**src/rtl/div_seq.sv**
```systemverilog
// div_seq: iterative restoring divider, one trial subtraction per cycle,
// signed/unsigned, fixed WIDTH+2 cycle latency with a busy/done handshake.  Rev 1.0
`default_nettype none

module div_seq #(
  parameter int WIDTH = 32
) (
  input  logic             clk,
  input  logic             rst,
  input  logic             start,
  input  logic             sign,
  input  logic [WIDTH-1:0] a,
  input  logic [WIDTH-1:0] b,
  output logic [WIDTH-1:0] q,
  output logic [WIDTH-1:0] r,
  output logic             busy,
  output logic             done,
  output logic             div_zero
);

  localparam int CW = (WIDTH > 1) ? $clog2(WIDTH) : 1;
  localparam logic [CW-1:0] CNT_INIT = CW'(WIDTH - 1);

  localparam logic [1:0] IDLE = 2'd0;
  localparam logic [1:0] RUN  = 2'd1;
  localparam logic [1:0] FIX  = 2'd2;

  logic [1:0]       state;
  logic [CW-1:0]    cnt;
  logic [WIDTH-1:0] rem;
  logic [WIDTH-1:0] quo;
  logic [WIDTH-1:0] dvsr;
  logic             neg_q;
  logic             neg_r;

  logic [WIDTH-1:0] a_mag;
  logic [WIDTH-1:0] b_mag;
  logic [WIDTH:0]   rem_sh;
  logic             fits;
  logic [WIDTH-1:0] diff;

  // The shifted remainder keeps its top bit so divisors above 2^(WIDTH-1)
  // still compare correctly; when the trial fits the true difference is < 2^WIDTH.
  always_comb begin
    a_mag  = (sign && a[WIDTH-1]) ? -a : a;
    b_mag  = (sign && b[WIDTH-1]) ? -b : b;
    rem_sh = {rem, quo[WIDTH-1]};
    fits   = (rem_sh >= {1'b0, dvsr});
    diff   = rem_sh[WIDTH-1:0] - dvsr;
  end

  always_ff @(posedge clk or posedge rst) begin
    if (rst) begin
      state    <= IDLE;
      cnt      <= '0;
      rem      <= '0;
      quo      <= '0;
      dvsr     <= '0;
      neg_q    <= 1'b0;
      neg_r    <= 1'b0;
      q        <= '0;
      r        <= '0;
      busy     <= 1'b0;
      done     <= 1'b0;
      div_zero <= 1'b0;
    end else begin
      done <= 1'b0;
      case (state)
        IDLE: begin
          if (start) begin
            neg_q <= sign & (a[WIDTH-1] ^ b[WIDTH-1]);
            neg_r <= sign & a[WIDTH-1];
            dvsr  <= b_mag;
            quo   <= a_mag;
            rem   <= '0;
            cnt   <= CNT_INIT;
            busy  <= 1'b1;
            state <= RUN;
          end
        end
        RUN: begin
          quo <= {quo[WIDTH-2:0], fits};
          rem <= fits ? diff : rem_sh[WIDTH-1:0];
          if (cnt == '0) begin
            state <= FIX;
          end else begin
            cnt <= cnt - 1'b1;
          end
        end
        FIX: begin
          q        <= neg_q ? -quo : quo;
          r        <= neg_r ? -rem : rem;
          div_zero <= (dvsr == '0);
          done     <= 1'b1;
          busy     <= 1'b0;
          state    <= IDLE;
        end
        default: state <= IDLE;
      endcase
    end
  end

endmodule

`default_nettype wire

```
**config.mk**
```make
export PLATFORM = sky130hd
export DESIGN_NAME = div_seq
export DESIGN_NICKNAME = d
export VERILOG_FILES = /design/src/rtl/div_seq.sv
export SDC_FILE = /design/constraint.sdc
export NUM_CORES = 1
export LEC_CHECK = 0
export BUFFER_PORTS_ARGS = -buffer_cell sky130_fd_sc_hd__buf_4
export CAP_MARGIN = 25
export CORE_MARGIN = 2
export CORE_UTILIZATION = 38
export CTS_BUF_LIST = sky130_fd_sc_hd__clkbuf_8
export DETAILED_ROUTE_END_ITERATION = 12
export PLACE_DENSITY_LB_ADDON = 0.12
export SLEW_MARGIN = 20
export SYNTH_ARGS = -nofsm -noshare
export SYNTH_HDL_FRONTEND = slang
export SYNTH_SLANG_ARGS = --single-unit
```
**constraint.sdc**
```tcl
create_clock -name clk -period 16.12 [get_ports clk]
set_input_delay 3.224 -clock clk [delete_from_list [all_inputs] [get_ports clk]]
set_output_delay 3.224 -clock clk [all_outputs]
set_load 0.02 [all_outputs]
```
==> results of run 1 <==
## cell families (layout without fill, tap and decap cells)
kind of cell               count (synthesis)  in the layout  share of synthesized area
AOI/OAI and AO/OA                        399            399                      0.222
and+or+nand+nor                          383            383                      0.163
DFF                                      172            172                      0.395
adders and majority gates                 39             39                     0.0455
buffers and inverters                    120            233                     0.0418
xor gates and xnor gates                 148            148                      0.119
muxes                                     14             14                     0.0129
## state kept, by name, indices dropped and copies added (netlist names)
| name | flops |
|---|---|
| busy | 1 |
| cnt | 5 |
| div_zero | 1 |
| done | 1 |
| dvsr | 32 |
| neg_q | 1 |
| neg_r | 1 |
| q | 32 |
| quo | 32 |
| r | 32 |
| rem | 32 |
| state | 2 |
## path summary, 6_finish.rpt
check                        start  depth (start not counted)  slack (ns)  endpoint
min reg2reg                   r[6]                          2        0.49      r[6]
max in group asynchronous      rst                          3       12.15  dvsr[18]
min                           r[6]                          2        0.49      r[6]
max                           a[4]                          9       10.97   quo[29]
min in group asynchronous      rst                          2        2.76     q[15]
max reg2reg                quo[31]                         13       12.17   rem[28]
## worst min-delay path: cells and delay by family (launching register included)
| kind | cells | cell delay [ns] |
|---|---|---|
| flops | 1 | 0.36 |
| simple gates | 1 | 0.05 |
| compound gates | 1 | 0.06 |
## layout make-up
cell class / instances / area [um2] / area share
Multi-Input combinational cell: 983 / 6160 / 0.486
Tap cell: 378 / 473 / 0.0373
Clock buffer: 17 / 234 / 0.0185
Inverter: 58 / 223 / 0.0176
Sequential cell: 172 / 4300 / 0.340
Clock inverter: 15 / 194 / 0.0153
Timing Repair Buffer: 143 / 1080 / 0.0853
## cell usage in the layout, fill, tap and decap left out, types with 5 or more instances in the layout
master,synthesis,final
a21oi_1,66,66
o41ai_1,13,13
mux2i_1,14,14
nor4_1,17,17
nand2b_1,5,5
xnor2_1,63,63
o21ai_1,89,88
nand4_1,7,7
inv_1,55,54
a211oi_1,5,5
ha_1,38,38
dfrtp_1,172,172
a31oi_1,8,8
nand2_1,198,197
o31ai_1,22,22
o21ai_0,100,100
nor3_1,17,17
inv_8,0,5
or4_1,11,11
buf_4,1,142
clkbuf_8,0,17
and3_1,8,8
o22ai_1,9,9
a22oi_1,32,32
xor2_1,85,85
o21a_1,5,5
a21o_1,16,16
nor2_1,60,59
nand3_1,14,13
or3_1,6,6
and2_1,10,10
nor2b_1,11,11
## metal layers
| layer | part of all wire | GRT usage | vias up |
|---|---|---|---|
| li1 | - | - | 4713 |
| met1 | 0.54 | 0.332 | 4326 |
| met2 | 0.40 | 0.279 | 213 |
| met3 | 0.049 | 0.0276 | 11 |
| met4 | 0.0066 | 0.0350 | 0 |
| met5 | 0 | 0 | - |
## power by group through the flow
| stage | sequential (W) | clock, W | combinational [W] |
|---|---|---|---|
| final | 0.000879 | 0.000333 | 0.00160 |
| after global routing | 0.000911 | 0.000360 | 0.00180 |
| after CTS | 0.000882 | 0.000342 | 0.00159 |
| after detailed placement | 0.000892 | 0 | 0.00159 |
| after global placement | 0.000884 | 0 | 0.00159 |
| after floorplan | 0.000835 | 0 | 0.00117 |
## through the flow
step	util	total power (W)	setup slack, ns	hold WS (ns)	instances
final	0.452	0.00281	10.97	0.490	1766
after global routing	0.452	0.00307	10.74	0.525	1766
after CTS	0.452	0.00282	11.06	0.497	1765
after detailed placement	0.437	0.00248	10.58	0.472	1733
after global placement	0.437	0.00247	10.54	0.464	1733
after floorplan	-	0.00200	8.24	0.462	1275
==> flow_summary_export.csv, run 1 <==
group,metric,value,unit
detailed_routing,drtPass1Iterations,5,
sta,tns,0,ns
synthesis,yosys-top-cells-count,"198 x nand2_1, 172 x dfrtp_1, 100 x o21ai_0",
global_route,grt_pass1_vias,8816,
clocking,cts_buffers,17,
power_and_ir_drop,pwr-share-seq,0.313,
synthesis,synth_top_area_frac,0.395,
synthesis,seq_area_frac_synth,0.395,
synthesis,synth-seq-cells,172,
floorplanning,rows,61,
placed_design,placed_area,12200,um2
synthesis,avgSynthCellArea,8.55,um2
clocking,cts_setup_buffers,0,
detailed_routing,drt-total-wl,30100,um
power_and_ir_drop,swShare,0.488,
global_route,grt_max_degree,105,
sta,fin_worst_skew,0.0200,ns
floorplanning,io_pins,135,
synthesis,syn_inst,1275,
min_path,worstHoldPathType,"flip-flop to flip-flop",
clocking,clkTransAtPathRegs,0.11,ns
final_layout,antenna_cells,0,
detailed_routing,post_drt_wl_per_cell,17.0,um
clocking,insertion_delay,0.48,ns
worst_setup_path,critPathSlowestCell,"nor4_1",
synthesis,synth-edff-count,0,
synthesis,synth_area_leaders,"dfrtp_1 40%, xor2_1 6.8%, nand2_1 6.8%",
clocking,cts.htree.levels,4,
final_layout,finalInstanceArea,12700,um2
synthesis,yosys.area.top_type,"dfrtp_1",
clocking,cts_resized,0,
detailed_routing,vias_per_cell,5.25,
power_and_ir_drop,combPwrFrac,0.569,
clocking,tritoncts,"built",
worst_setup_path,start_kind,"input port",
power_and_ir_drop,p_clk_frac,0.118,
placed_design,post-dp-hpwl,22800,um
global_route,grt_overflow,0,
global_route,grt_first_pass_wirelength,49200,um
clocking,cts_root_buffer,"clkbuf_8",
sta,slew_viol_final,0,
floorplanning,die_h,173,um
worst_setup_path,criticalPathCategory,"input port to flip-flop",
worst_setup_path,path_cells,"buf_4 -> nor3_1 -> nand2_1 -> nor4_1 -> and3_1 -> nand3_1 -> o41ai_1 -> xor2_1 -> o21ai_1",
floorplanning,core_area,28000,um2
sta,maxSlewHeadroom,0.331,
detailed_routing,num_vias,9263,
synthesis,async_flop_share,1.00,
worst_setup_path,arrival,5.48,ns
detailed_routing,ant_nets,0,
detailed_routing,drtIter0Drc,638,
floorplanning,dieWidth,173,um
synthesis,synth.yosys.warnings,0,
power_and_ir_drop,intPower,0.00144,W
sta,hold_violations,0,
worst_setup_path,path_buf_inv,1,
final_layout,fill_cells,2810,
placed_design,io_buffers,134,
power_and_ir_drop,power.leakage,5.63,nW
clocking,cts_hold_buf,0,
global_route,antenna_found_initial,0,
power_and_ir_drop,ir_drop,0.0000848,V
synthesis,netlist_area,10900,um2
clocking,clk_path_buf_depth,2,
run,maxCapViolCount,0,
sta,rsz0062_at_grt,"false",
final_layout,synthToLayoutAreaGrowth,16.3,%
worst_setup_path,worstPathRequired,16.46,ns
worst_setup_path,critPathTopFamily,"simple AND/OR/NAND/NOR gates",
sta,fin_crit_sh,0.319,
power_and_ir_drop,power_switching,0.00137,W
power_and_ir_drop,powerDensity,222,nW/um2
sta,setup_violations,0,
worst_setup_path,cp_max_fo,5,
floorplanning,initial_core_util,0.389,
worst_setup_path,cp-end-kind,"flip-flop",
detailed_routing,route.detailed.drc,0,
placed_design,gp_congestion,0.883,
synthesis,ys.flop_type,"dfrtp_1",
outcome,status,"complete, no violations",
worst_setup_path,critPathMaxStageDelay,0.62,ns
sta,min_period,5.15,ns
floorplanning,dieArea,30000,um2
synthesis,post-synth-top-count-cell,"nand2_1",
final_layout,fin_nets,1482,
clocking,clock-sinks,172,
global_route,gr-usage-all-layers,0.202,
sta,tightest_slew,1.00,ns
synthesis,synth_fp_nets,1382,
final_layout,layout-drive-gt1-share,0.143,
synthesis,yosysUniqueCellTypes,65,
sta,max_freq,194,MHz
Note: power is estimated with default switching activity, not from simulation.
==> inputs of run 2 (changes only) <==
Clock period 16.12 ns to 4.5 ns, I/O delays scaled along.
==> run 2 against run 1 <==
  * Worst setup slack got worse by 10 ns
  * Largest power group unchanged
  * Sequential share of layout area barely moved
  * Sequential cell count unchanged
  * Die area did not move
==> flow_summary_export.csv, run 2 (synthesis gave the netlist of run 1 again) <==
group,metric,value,unit
placed_design,dp_worst_setup_slack,0.905,ns
final_layout,fin_nets,1485,
placed_design,gp_congestion,0.896,
floorplanning,dieArea,30000,um2
worst_setup_path,start_kind,"flip-flop",
detailed_routing,drt-total-wl,30100,um
final_layout,antenna_cells,0,
placed_design,dpl.cell_count,1736,
sta,hold_violations,0,
global_route,gr-usage-all-layers,0.202,
floorplanning,rows,61,
final_layout,final_common_cell,"nand2_1",
clocking,insertion_delay,0.48,ns
worst_setup_path,cp-end-kind,"flip-flop",
outcome,status,"complete, no violations",
clocking,cts_hold_buf,0,
sta,fin_crit_sh,0.794,
worst_setup_path,r2r_slack,0.93,ns
sta,max_freq,280,MHz
global_route,grt_overflow,0,
sta,maxSlewHeadroom,0.380,
sta,rsz0062_at_grt,"false",
worst_setup_path,crit_start,"quo[31]",
clocking,cts_resized,0,
sta,slew_viol_final,0,
placed_design,io_buffers,134,
clocking,cts_buffers,17,
floorplanning,die_h,173,um
detailed_routing,drtPass1Iterations,5,
floorplanning,core_area,28000,um2
clocking,cts_setup_buffers,0,
global_route,grt_first_pass_wirelength,49000,um
clocking,tritoncts,"built",
final_layout,synthToLayoutAreaGrowth,16.5,%
clocking,clkTransAtPathRegs,0.11,ns
worst_setup_path,timing.rr.start,"quo[31]",
floorplanning,dieWidth,173,um
final_layout,layout-drive-gt1-share,0.145,
clocking,clk_path_buf_depth,2,
floorplanning,io_pins,135,
clocking,cts_root_buffer,"clkbuf_8",
worst_setup_path,worst_r2r_path_depth,13,
detailed_routing,route.detailed.drc,0,
sta,tightest_slew,0.930,ns
detailed_routing,ant_nets,0,
min_path,worstHoldPathType,"flip-flop to flip-flop",
power_and_ir_drop,powerDensity,793,nW/um2
floorplanning,initial_core_util,0.389,
worst_setup_path,arrival,3.93,ns
worst_setup_path,reg2reg_to,"rem[28]",
sta,fin_worst_skew,0.0178,ns
worst_setup_path,criticalPathCategory,"flip-flop to flip-flop",
global_route,antenna_found_initial,0,
placed_design,post-dp-hpwl,22900,um
final_layout,final_cells,1769,
power_and_ir_drop,ir_drop,0.000287,V
worst_setup_path,crit_path_end,"rem[28]",
sta,setup_violations,0,
global_route,grt_max_degree,98,
power_and_ir_drop,finalPower,0.0101,W
worst_setup_path,worstPathRequired,4.85,ns
sta,worst_slack,0.926,ns
sta,tns,0,ns
detailed_routing,vias_per_cell,5.22,
clocking,cts.htree.levels,4,
final_layout,final_cell_mix,"197 x nand2_1, 171 x dfrtp_1, 142 x buf_4",
detailed_routing,post_drt_wl_per_cell,17.0,um
worst_setup_path,cp_max_fo,4,
global_route,grt_pass1_vias,8728,
sta,min_period,3.57,ns
detailed_routing,num_vias,9232,
clocking,clock-sinks,172,
detailed_routing,drtIter0Drc,776,
power_and_ir_drop,power.leakage,5.63,nW
run,maxCapViolCount,0,
[run 2: layout make-up]
class                      instances  area (um2)
clock buffer                      17         234
clock inverter                    15         154
multi-input combinational        983        6160
inverter                          58         221
tap                              378         473
timing repair buffer             146        1140
sequential                       172        4310
fill                            2790       15300
[run 2: worst min-delay path by stage]
| stage | from | end | cells after the start |
|---|---|---|---|
| finish | r[6] | r[6] | 2 |
| global route | r[21] | r[21] | 2 |
| detailed placement | r[6] | r[6] | 2 |
| global placement | q[4] | q[4] | 2 |
| CTS | r[6] | r[6] | 2 |
| floorplan | cnt[0] | cnt[0] | 1 |
[run 2: report_power, final]
| part | total (W) | switching, W | internal, W |
|---|---|---|---|
| sequential | 0.00315 | 0.000930 | 0.00222 |
| clock | 0.00110 | 0.000692 | 0.000413 |
| combinational | 0.00581 | 0.00334 | 0.00247 |
[run 2: metrics by stage]
stage	cell area, um2	hold slack (ns)	util
2_1_floorplan	10900	0.462	-
3_3_place_gp	12300	0.462	0.439
3_5_place_dp	12300	0.472	0.439
4_1_cts	12700	0.496	0.452
5_1_grt	12700	0.524	0.453
6_report	12700	0.485	0.453
[run 2: layer usage]
metal  up-vias  routed length (um)  share of wire  track usage
li1       4708                   -              -            -
met1      4308               16900           0.56        0.339
met2       208               11800           0.39        0.272
met3         8                1280          0.043       0.0259
met4         0                 181         0.0060       0.0374
met5         -                   0              0            0
[run 2: critical path, cell delays in order (launching register included)]
cell and delay, ns:
dfrtp_1 0.40, inv_1 0.11, ha_1 0.18, inv_1 0.05, fa_1 0.42, a211oi_1 0.24, o21bai_1 0.12, a21oi_1 0.30
o31ai_1 0.21, a211oi_1 0.55, o21bai_1 0.26, a311oi_1 0.36, xor2_1 0.19, o21ai_1 0.07
